### config.mk
export PLATFORM = sky130hd
export DESIGN_NAME = decoder38_scan
export DESIGN_NICKNAME = d
export VERILOG_FILES = /design/src/rtl/decoder38_scan_pkg.sv /design/src/rtl/decoder38_scan_tick.sv /design/src/rtl/decoder38_scan.sv
export SDC_FILE = /design/constraint.sdc
export NUM_CORES = 1
export LEC_CHECK = 0
export CAP_MARGIN = 25
export CORE_UTILIZATION = 53
export DETAILED_ROUTE_END_ITERATION = 12
export GPL_TIMING_DRIVEN = 0
export PLACE_DENSITY = 0.86
export SLEW_MARGIN = 20
export SYNTH_ARGS = -nofsm -noshare
export SYNTH_HDL_FRONTEND = slang
export SYNTH_HIERARCHICAL = 1
export SYNTH_SLANG_ARGS = --single-unit
### constraint.sdc
create_clock -name clk -period 2.5 [get_ports clk]
set_input_delay 0.25 -clock clk [delete_from_list [all_inputs] [get_ports clk]]
set_output_delay 0.25 -clock clk [all_outputs]
set_load 0.05 [all_outputs]
### src/rtl/decoder38_scan_pkg.sv
// decoder38_scan_pkg: shared widths, select patterns and index decode
// for the display/peripheral select blocks.
package decoder38_scan_pkg;

  localparam int CODE_W = 3;
  localparam int SEL_W  = 8;

  localparam logic [SEL_W-1:0] SEL_OFF_AH = 8'h00;
  localparam logic [SEL_W-1:0] SEL_OFF_AL = 8'hFF;

  // Active-high one-hot decode of a 3-bit index.
  function automatic logic [SEL_W-1:0] decode(
    input logic [CODE_W-1:0] k
  );
    logic [SEL_W-1:0] r;
    r = '0;
    r[k] = 1'b1;
    return r;
  endfunction

endpackage

### src/rtl/decoder38_scan_tick.sv
// tick_gen: scan prescaler, one tick every DIV enabled cycles.
// Clearing restarts the count so a fresh run waits a full DIV.
module tick_gen #(
  parameter int unsigned DIV = 4
) (
  input  logic clk,
  input  logic rst_n,
  input  logic iClr,
  output logic oTick
);

  localparam logic [15:0] LAST = 16'(DIV - 1);

  logic [15:0] cnt_q;
  logic [15:0] cnt_d;

  assign oTick = !iClr && (cnt_q == LAST);

  // Next count: clear, wrap on tick, else advance.
  always_comb begin
    cnt_d = cnt_q + 16'd1;
    if (iClr || oTick) begin
      cnt_d = '0;
    end
  end

  // Prescaler register.
  always_ff @(posedge clk or negedge rst_n) begin
    if (!rst_n) begin
      cnt_q <= '0;
    end else begin
      cnt_q <= cnt_d;
    end
  end

endmodule

### src/rtl/decoder38_scan.sv
// decoder38_scan: registered 3-to-8 select with auto-scan and
// host-loaded manual index.
module decoder38_scan
  import decoder38_scan_pkg::*;
#(
  parameter int unsigned DIV        = 4,
  parameter bit          ACTIVE_LOW = 1'b1
) (
  input  logic       clk,
  input  logic       rst_n,
  input  logic       iEn,
  input  logic       iMode,
  input  logic [2:0] iSel,
  input  logic       iValid,
  output logic       oReady,
  output logic [7:0] oData,
  output logic [2:0] oIndex,
  output logic       oWrap
);

  localparam logic [SEL_W-1:0] OFF =
    ACTIVE_LOW ? SEL_OFF_AL : SEL_OFF_AH;

  logic              auto_w;
  logic              tick_w;
  logic [CODE_W-1:0] idx_q;
  logic [CODE_W-1:0] idx_d;
  logic [SEL_W-1:0]  data_q;
  logic [SEL_W-1:0]  data_d;
  logic              wrap_q;
  logic              wrap_d;
  logic [SEL_W-1:0]  hot_w;

  assign auto_w = iEn && !iMode;
  assign oReady = iEn && iMode;

  tick_gen #(
    .DIV (DIV)
  ) u_tick (
    .clk   (clk),
    .rst_n (rst_n),
    .iClr  (!auto_w),
    .oTick (tick_w)
  );

  // Index advance on scan tick, or host load when accepted.
  always_comb begin
    idx_d  = idx_q;
    wrap_d = 1'b0;
    if (auto_w && tick_w) begin
      idx_d  = idx_q + 3'd1;
      wrap_d = (idx_q == 3'd7);
    end else if (oReady && iValid) begin
      idx_d = iSel;
    end
  end

  // Output pattern follows the next index, blanked while disabled.
  always_comb begin
    hot_w  = decode(idx_d);
    data_d = OFF;
    if (iEn) begin
      data_d = ACTIVE_LOW ? ~hot_w : hot_w;
    end
  end

  // Index, select and wrap registers.
  always_ff @(posedge clk or negedge rst_n) begin
    if (!rst_n) begin
      idx_q  <= '0;
      data_q <= OFF;
      wrap_q <= 1'b0;
    end else begin
      idx_q  <= idx_d;
      data_q <= data_d;
      wrap_q <= wrap_d;
    end
  end

  assign oIndex = idx_q;
  assign oData  = data_q;
  assign oWrap  = wrap_q;

endmodule

==> run summary, run 1 <==
VDD IR max: 0.000484 V
CP startpoint kind: primary input
Starting Density: 0.568
Vias: 1,088
Max incr delay on CP: 0.80 ns
GRT Overall Usage: 0.224
Leading area contributor after synthesis: dfrtp_1
Commonest non-fill, non-tap cell in the layout: dfrtp_1
Num CTS Buffers: 3
CTS tree: built
Asr flop ratio synth: 1.00
Grt ovf: 0
I/O pin cnt: 21
Worst EP arrival: 1.91 ns
Largest net degree at the start of global routing: 29
Hold Crit Class: primary input to async pin
Die H: 54.0 µm
DP Area: 1670 µm²
Worst-path cell chain: clkdlybuf4s50_1 > buf_2 > and2_1 > clkdlybuf4s50_1
Delay-heaviest family, CP: buffers and inverters
Avg Cell Area, Syn: 10.2 µm²
Beginning of the critical path: iMode
Clock latency on the worst-skew pair: 0.32 ns
Fin. Hold Viols: 0
Postcts setup bufs: 0
First-pass GRT wire length: 4.62 mm
Leak: 0.688 nW
Worst-case reg-to-reg path depth: 9
Most frequent CP cell: clkdlybuf4s50_1
Post-Syn Instances: 140
Fin crit period: 2.16 ns
Vias per cell: 5.58
Wire per inst: 14.2 µm
P&R area growth vs syn: 20.6%
Setup Viol. Count Final: 0
Worst slew pin tran: 0.597 ns
Synth cell types: 39
Hold buffers post-CTS: 1
# DRC: 0
Seq/Total Area, Yosys: 0.496
Number of global-route vias before repair: 1,064
Antenna-violating nets left: 0
Final period utilization: 0.864
Reg-to-reg critical path endpoint: oData[6]
Core Region: 2520 µm²
Max_slew headroom: 0.602
DR iter-0 viols: 31
Layout cells sized above 1: 0.158
Final TNS setup: 0 ns
Top cells by area, synth: dfrtp_1 (35%), dfstp_2 (15%), xnor2_1 (6.1%), nand3_1 (5.9%), nor2_1 (4.7%)
# port buffers: 20
Layout Nets: 177
RR Startpoint: u_tick/cnt_q[0]
Overall power: 996 µW
Min Hold Slack: 0.450 ns
RSZ-0062 raised after global routing: false
Slowest CP cell: clkdlybuf4s50_1
Setup Crit Path Kind: primary input to output pin
Drt total wl: 2.77 mm
Mapped Nets: 151
Final Max Tran Viols: 0
Flop-to-flop setup slack: 0.42 ns
Setup crit end kind: output pin
Die X: 54.0 µm
Top cell type's share of synthesized area: 0.349
Skew final: 0.00620 ns
Crit path capture: oReady
Die area: 2910 µm²
Placed Cells: 190
H-tree levels: 1
FP Rows: 18
Main synth FF type: dfrtp_1
CTS Sinks: 28
Maxcap violations: 0
Status: finished, final reports clean
Mapped Area: 1430 µm²
Synth Register Bits: 28
WP data required: 2.25 ns
GP Congestion: 0.824
Clk slew on worst S/H paths: 0.15 ns
Most frequent cells in the layout: dfrtp_1 (20), clkdlybuf4s50_1 (19), nor2_1 (18)
Syn. warnings: 6
Fmax: 463 MHz
# diodes: 0
Post-DP HPWL: 2.11 mm
Final instance area: 1730 µm²
Filler Cell Count: 187
Worst Path Buf+Inv: 3
Clock tree root buffer cell: clkbuf_4
Max clock buf depth: 2
Crit path max fanout: 10
Pwr Density: 577 nW/µm²
Post-CTS sizing: 0
Drt pass-1 iters: 4
EDFF count, synth: 0
Crit. path cell count: 4
Initial antenna violation count: 0
Finished Layout Cells: 195
worst register-to-register path, stage by stage (launching register included):
cell and delay [ns]:
dfrtp_1 0.41, ha_1 0.27, nor4b_1 0.24, nand4_1 0.15, nor2_1 0.15, buf_6 0.14, xnor2_1 0.12, mux2i_1 0.11
nor2b_1 0.28, nand3_1 0.14
power by group:
part	leakage [nW]	switching [mW]	internal, mW
sequential	0.356	0.0175	0.478
combinational	0.304	0.136	0.0764
clock	0.0279	0.126	0.162
total	0.688	0.280	0.716
Yosys cell counts (2+ instances only):
cell type / instances
buf_6: 2
o21ai_0: 4
nor4_1: 5
nor3_1: 2
o21ai_1: 2
a21oi_1: 2
nand3_1: 17
and2_1: 2
and3_1: 2
nor2b_1: 4
nand2_1: 3
nor2_1: 18
ha_1: 3
nand2b_1: 3
inv_1: 4
xnor2_1: 10
dfstp_2: 8
mux2i_1: 2
dfrtp_1: 20
nand4_1: 3
or3_1: 2
xor2_1: 3
clkbuf_1: 3
state kept, by name, summed over array words and instances, names as in the netlist:
register,flops
oWrap,1
oIndex,3
oData,8
u_tick/cnt_q,16
cells by family (layout without fill, tap and decap cells):
logic type,after synthesis,after routing,synth area share
simple gates,70,70,0.286
flops,28,28,0.496
xor+xnor,13,13,0.0795
compound gates,12,12,0.0533
buf+inv,12,37,0.0445
fa+ha+maj,3,3,0.0262
mux,2,2,0.0140
through the flow:
stage                     setup slack [ns]   util
after floorplan                      0.601      -
after global placement               0.361  0.662
after detailed placement             0.335  0.660
after CTS                            0.334  0.685
after global routing                 0.180  0.685
final                                0.340  0.685
metal layers:
layer  track usage  wire, µm  vias up
met4        0.0812        10        0
met2         0.360      1380       16
met5             0         0        -
met1         0.285      1260      539
met3        0.0650       120        2
li1              -         -      531
layout make-up:
cell class,count,area [µm²],share of cell area
Timing Repair Buffer,21,205,0.119
Multi-Input combinational cell,100,658,0.381
Inverter,6,25.0,0.0145
Clock buffer,3,22.5,0.0130
Clock inverter,1,30.0,0.0174
Buffer,6,38.8,0.0224
Sequential cell,28,711,0.411
Tap cell,30,37.5,0.0217
how the worst min path moves through the flow:
stage	start	endpoint	slack (ns)
2_1_floorplan	rst_n	oIndex[0]	-0.05
6_report	rst_n	u_tick/cnt_q[3]	0.45
4_1_cts	rst_n	u_tick/cnt_q[15]	0.46
3_5_place_dp	rst_n	oIndex[0]	0.28
5_1_grt	rst_n	u_tick/cnt_q[3]	0.50
3_3_place_gp	u_tick/cnt_q[0]	u_tick/cnt_q[0]	0.46
No activity file was read; power rests on OpenSTA's default activity.
==> run 2, diff against run 1 <==
--- a/config.mk
+++ b/config.mk
@@ -6,10 +6,11 @@
 export NUM_CORES = 1
 export LEC_CHECK = 0
 export CAP_MARGIN = 25
-export CORE_UTILIZATION = 53
+export CORE_UTILIZATION = 55
+export CTS_BUF_LIST = sky130_fd_sc_hd__clkbuf_4 sky130_fd_sc_hd__clkbuf_8
 export DETAILED_ROUTE_END_ITERATION = 12
 export GPL_TIMING_DRIVEN = 0
-export PLACE_DENSITY = 0.86
+export PLACE_DENSITY = 0.89
 export SLEW_MARGIN = 20
 export SYNTH_ARGS = -nofsm -noshare
 export SYNTH_HDL_FRONTEND = slang
==> run summary, run 2 (synthesis gave the netlist of run 1 again) <==
I/O pin cnt: 21
Grt ovf: 0
Vias: 1,113
Post-DP HPWL: 2.22 mm
Slowest CP cell: clkdlybuf4s50_1
Crit path max fanout: 10
GP Congestion: 0.854
Status: finished, final reports clean
CTS Sinks: 28
CTS tree: built
Final Util: 0.697
Fmax: 456 MHz
WP data required: 2.25 ns
RSZ-0062 raised after global routing: false
Number of global-route vias before repair: 1,065
Num CTS Buffers: 3
Clk slew on worst S/H paths: 0.15 ns
# diodes: 0
Largest net degree at the start of global routing: 29
Placed Cells: 190
Final TNS setup: 0 ns
Starting Density: 0.578
Die area: 2810 µm²
Max clock buf depth: 2
Largest Register: u_tick/cnt_q
Leak: 0.688 nW
Max_slew headroom: 0.596
FP Rows: 18
Drt pass-1 iters: 4
Maxcap violations: 0
Wire per inst: 15.4 µm
Worst EP arrival: 1.94 ns
P&R area growth vs syn: 20.6%
Fin. Hold Viols: 0
Commonest non-fill, non-tap cell in the layout: dfrtp_1
Setup crit end kind: output pin
Setup Crit Path Kind: primary input to output pin
Most frequent CP cell: clkdlybuf4s50_1
First-pass GRT wire length: 4.80 mm
Fin crit period: 2.19 ns
Flop-to-flop setup slack: 0.36 ns
Layout Nets: 177
Initial antenna violation count: 0
Most frequent cells in the layout: dfrtp_1 (20), clkdlybuf4s50_1 (19), nor2_1 (18)
Die H: 53.0 µm
Core Region: 2480 µm²
Worst slew pin tran: 0.606 ns
Worst-path cell chain: clkdlybuf4s50_1 > buf_2 > and2_1 > clkdlybuf4s50_1
Number of flip-flops under the largest register name: 16
Clock latency on the worst-skew pair: 0.33 ns
Antenna-violating nets left: 0
Filler Cell Count: 180
H-tree levels: 1
Setup Viol. Count Final: 0
Max incr delay on CP: 0.80 ns
VDD IR max: 0.000580 V
# DRC: 0
Clock tree root buffer cell: clkbuf_4
Hold Crit Class: primary input to async pin
# port buffers: 20
Final Max Tran Viols: 0
Finished Layout Cells: 195
Delay-heaviest family, CP: buffers and inverters
Drt total wl: 3.00 mm
DR iter-0 viols: 24
Final period utilization: 0.877
Layout cells sized above 1: 0.158
CP startpoint kind: primary input
Crit. path cell count: 4
GRT Overall Usage: 0.250
Worst-case reg-to-reg path depth: 10
Skew final: 0.0104 ns
Die X: 53.0 µm
Worst Path Buf+Inv: 3
Pwr Density: 582 nW/µm²
Vias per cell: 5.71
## run 2: stage by stage
stage	setup WS [ns]	hold slack [ns]	instance area, µm²	total power, mW
floorplan	0.601	-0.0456	1430	0.640
global placement	0.371	0.462	1670	0.708
detailed placement	0.324	0.293	1670	0.717
CTS	0.322	0.454	1730	1.01
global route	0.160	0.496	1730	1.05
finish	0.307	0.435	1730	1.00
## run 2: final timing paths
path | start | to
worst min-delay path | rst_n | oIndex[0]
worst min register to register | u_tick/cnt_q[0] | u_tick/cnt_q[0]
min in group clk | u_tick/cnt_q[0] | u_tick/cnt_q[0]
worst max-delay path | iMode | oReady
worst max register to register | u_tick/cnt_q[0] | oData[2]
max in group asynchronous | rst_n | u_tick/cnt_q[9]
## run 2: where the power goes
part	internal, mW	total, mW	switching (mW)
Combinational	0.0768	0.216	0.139
Sequential	0.478	0.495	0.0167
Clock	0.162	0.294	0.132
## run 2: area by class of cell
cell class,instances,area [µm²],share of cell area
Sequential cell,28,711,0.411
Multi-Input combinational cell,100,658,0.381
Timing Repair Buffer,21,205,0.119
Buffer,6,38.8,0.0224
Tap cell,30,37.5,0.0217
Clock inverter,1,30.0,0.0174
Inverter,6,25.0,0.0145
Clock buffer,3,22.5,0.0130
## run 2: repair_timing
item	4_1_cts	5_1_grt
gates resized for setup	0	0
setup buffers	0	0
hold endpoints to repair	20	0
hold buffers	1	0
## run 2: metal layers
metal  GRT usage  vias to the layer above  wire length, µm
li1            -                      540                -
met1       0.310                      536             1270
met2       0.390                       28             1530
met3      0.0776                        9              118
met4       0.123                        0               74
met5           0                        -                0
==> run 3, diff against run 2 <==
--- a/config.mk
+++ b/config.mk
@@ -6,11 +6,11 @@
 export NUM_CORES = 1
 export LEC_CHECK = 0
 export CAP_MARGIN = 25
-export CORE_UTILIZATION = 55
+export CORE_UTILIZATION = 60
 export CTS_BUF_LIST = sky130_fd_sc_hd__clkbuf_4 sky130_fd_sc_hd__clkbuf_8
 export DETAILED_ROUTE_END_ITERATION = 12
 export GPL_TIMING_DRIVEN = 0
-export PLACE_DENSITY = 0.89
+export PLACE_DENSITY = 0.95
 export SLEW_MARGIN = 20
 export SYNTH_ARGS = -nofsm -noshare
 export SYNTH_HDL_FRONTEND = slang
==> constraint.sdc (replaced) <==
create_clock -name clk -period 2.6 [get_ports clk]
set_input_delay 0.26 -clock clk [delete_from_list [all_inputs] [get_ports clk]]
set_output_delay 0.26 -clock clk [all_outputs]
set_load 0.05 [all_outputs]
==> run summary, run 3 (synthesis gave the netlist of run 1 again) <==
Pre-CTS setup slack: 0.405 ns
Final TNS setup: 0 ns
CTS tree: built
WP data required: 2.34 ns
Worst EP arrival: 1.94 ns
DR iter-0 viols: 49
Status: finished, final reports clean
Commonest non-fill, non-tap cell in the layout: dfrtp_1
GRT Overall Usage: 0.299
Post-DP HPWL: 2.25 mm
Die X: 50.9 µm
VDD IR max: 0.000502 V
GP Congestion: 0.805
Largest net degree at the start of global routing: 29
Grt ovf: 0
Final Max Tran Viols: 0
Final period utilization: 0.846
First-pass GRT wire length: 5.58 mm
Wire per inst: 17.0 µm
Layout Nets: 177
Most frequent cells in the layout: dfrtp_1 (20), clkdlybuf4s50_1 (19), nor2_1 (18)
Core Region: 2230 µm²
Number of flip-flops under the largest register name: 16
# DRC: 0
Clock tree root buffer cell: clkbuf_4
Largest Register: u_tick/cnt_q
FP Rows: 17
Clock latency on the worst-skew pair: 0.33 ns
Maxcap violations: 0
Drt total wl: 3.28 mm
Fin. Hold Viols: 0
Skew final: 0.0189 ns
Worst slew pin tran: 0.583 ns
Flop-to-flop setup slack: 0.42 ns
Fin crit period: 2.20 ns
Number of global-route vias before repair: 1,185
Initial antenna violation count: 0
Die H: 50.9 µm
Setup Viol. Count Final: 0
Max clock buf depth: 2
Setup crit end kind: output pin
Fmax: 455 MHz
Pwr Density: 562 nW/µm²
Max_slew headroom: 0.612
Antenna-violating nets left: 0
CTS Sinks: 28
Leak: 0.688 nW
RSZ-0062 raised after global routing: false
Num CTS Buffers: 3
Drt pass-1 iters: 4
I/O pin cnt: 21
Crit path max fanout: 10
Layout cells sized above 1: 0.158
Setup WS post-layout: 0.401 ns
Clk slew on worst S/H paths: 0.16 ns
P&R area growth vs syn: 20.4%
Setup Crit Path Kind: primary input to output pin
# diodes: 0
Vias per cell: 5.97
CP startpoint kind: primary input
Hold Crit Class: primary input to async pin
Vias: 1,152
Starting Density: 0.641
Die area: 2590 µm²
# port buffers: 20
Post-CTS sizing: 0
H-tree levels: 1
[run 3: area by class of cell]
class / instances / area [µm²]
inverter: 6 / 25.0
timing repair buffer: 21 / 205
buffer: 6 / 38.8
multi-input combinational: 100 / 658
fill: 132 / 508
tap: 28 / 35.0
clock inverter: 1 / 30.0
clock buffer: 3 / 22.5
sequential: 28 / 711
[run 3: worst paths after layout]
| check | startpoint | to | cells after the start |
|---|---|---|---|
| setup / recovery | iMode | oReady | 4 |
| hold / removal | rst_n | u_tick/cnt_q[4] | 2 |
| setup reg to reg | u_tick/cnt_q[1] | oData[4] | 9 |
| hold reg to reg | u_tick/cnt_q[0] | u_tick/cnt_q[0] | 1 |
| max in group asynchronous | rst_n | oData[0] | 2 |
| min in group clk | u_tick/cnt_q[0] | u_tick/cnt_q[0] | 1 |
[run 3: through the flow]
stage	cell area, µm²	utilization	total power [mW]	hold WS (ns)	instances
2_1_floorplan	1430	-	0.615	-0.0356	140
3_3_place_gp	1670	0.747	0.680	0.462	188
3_5_place_dp	1660	0.745	0.690	0.293	188
4_1_cts	1730	0.773	0.972	0.463	193
5_1_grt	1730	0.773	1.00	0.494	193
6_report	1730	0.773	0.969	0.437	193
[run 3: per-layer routing]
layer,vias up,part of all wire,global-route usage
met5,-,0,0
met4,0,0.019,0.0880
met3,8,0.053,0.0476
met2,47,0.51,0.524
met1,563,0.42,0.382
li1,534,-,-
[run 3: what timing repair did]
item                                   CTS  global route
buffers inserted                         0             0
endpoints found under the hold margin   20             0
hold buffers                             1             0
[run 3: power breakdown]
| part | internal [mW] | switching, mW | leakage [nW] | total (mW) |
|---|---|---|---|---|
| combinational | 0.0746 | 0.137 | 0.304 | 0.211 |
| clock | 0.156 | 0.125 | 0.0279 | 0.281 |
| sequential | 0.459 | 0.0175 | 0.356 | 0.477 |
[run 3: critical path: stages]
cell and delay, ns:
clkdlybuf4s50_1 0.50, buf_2 0.23, and2_1 0.15, clkdlybuf4s50_1 0.79
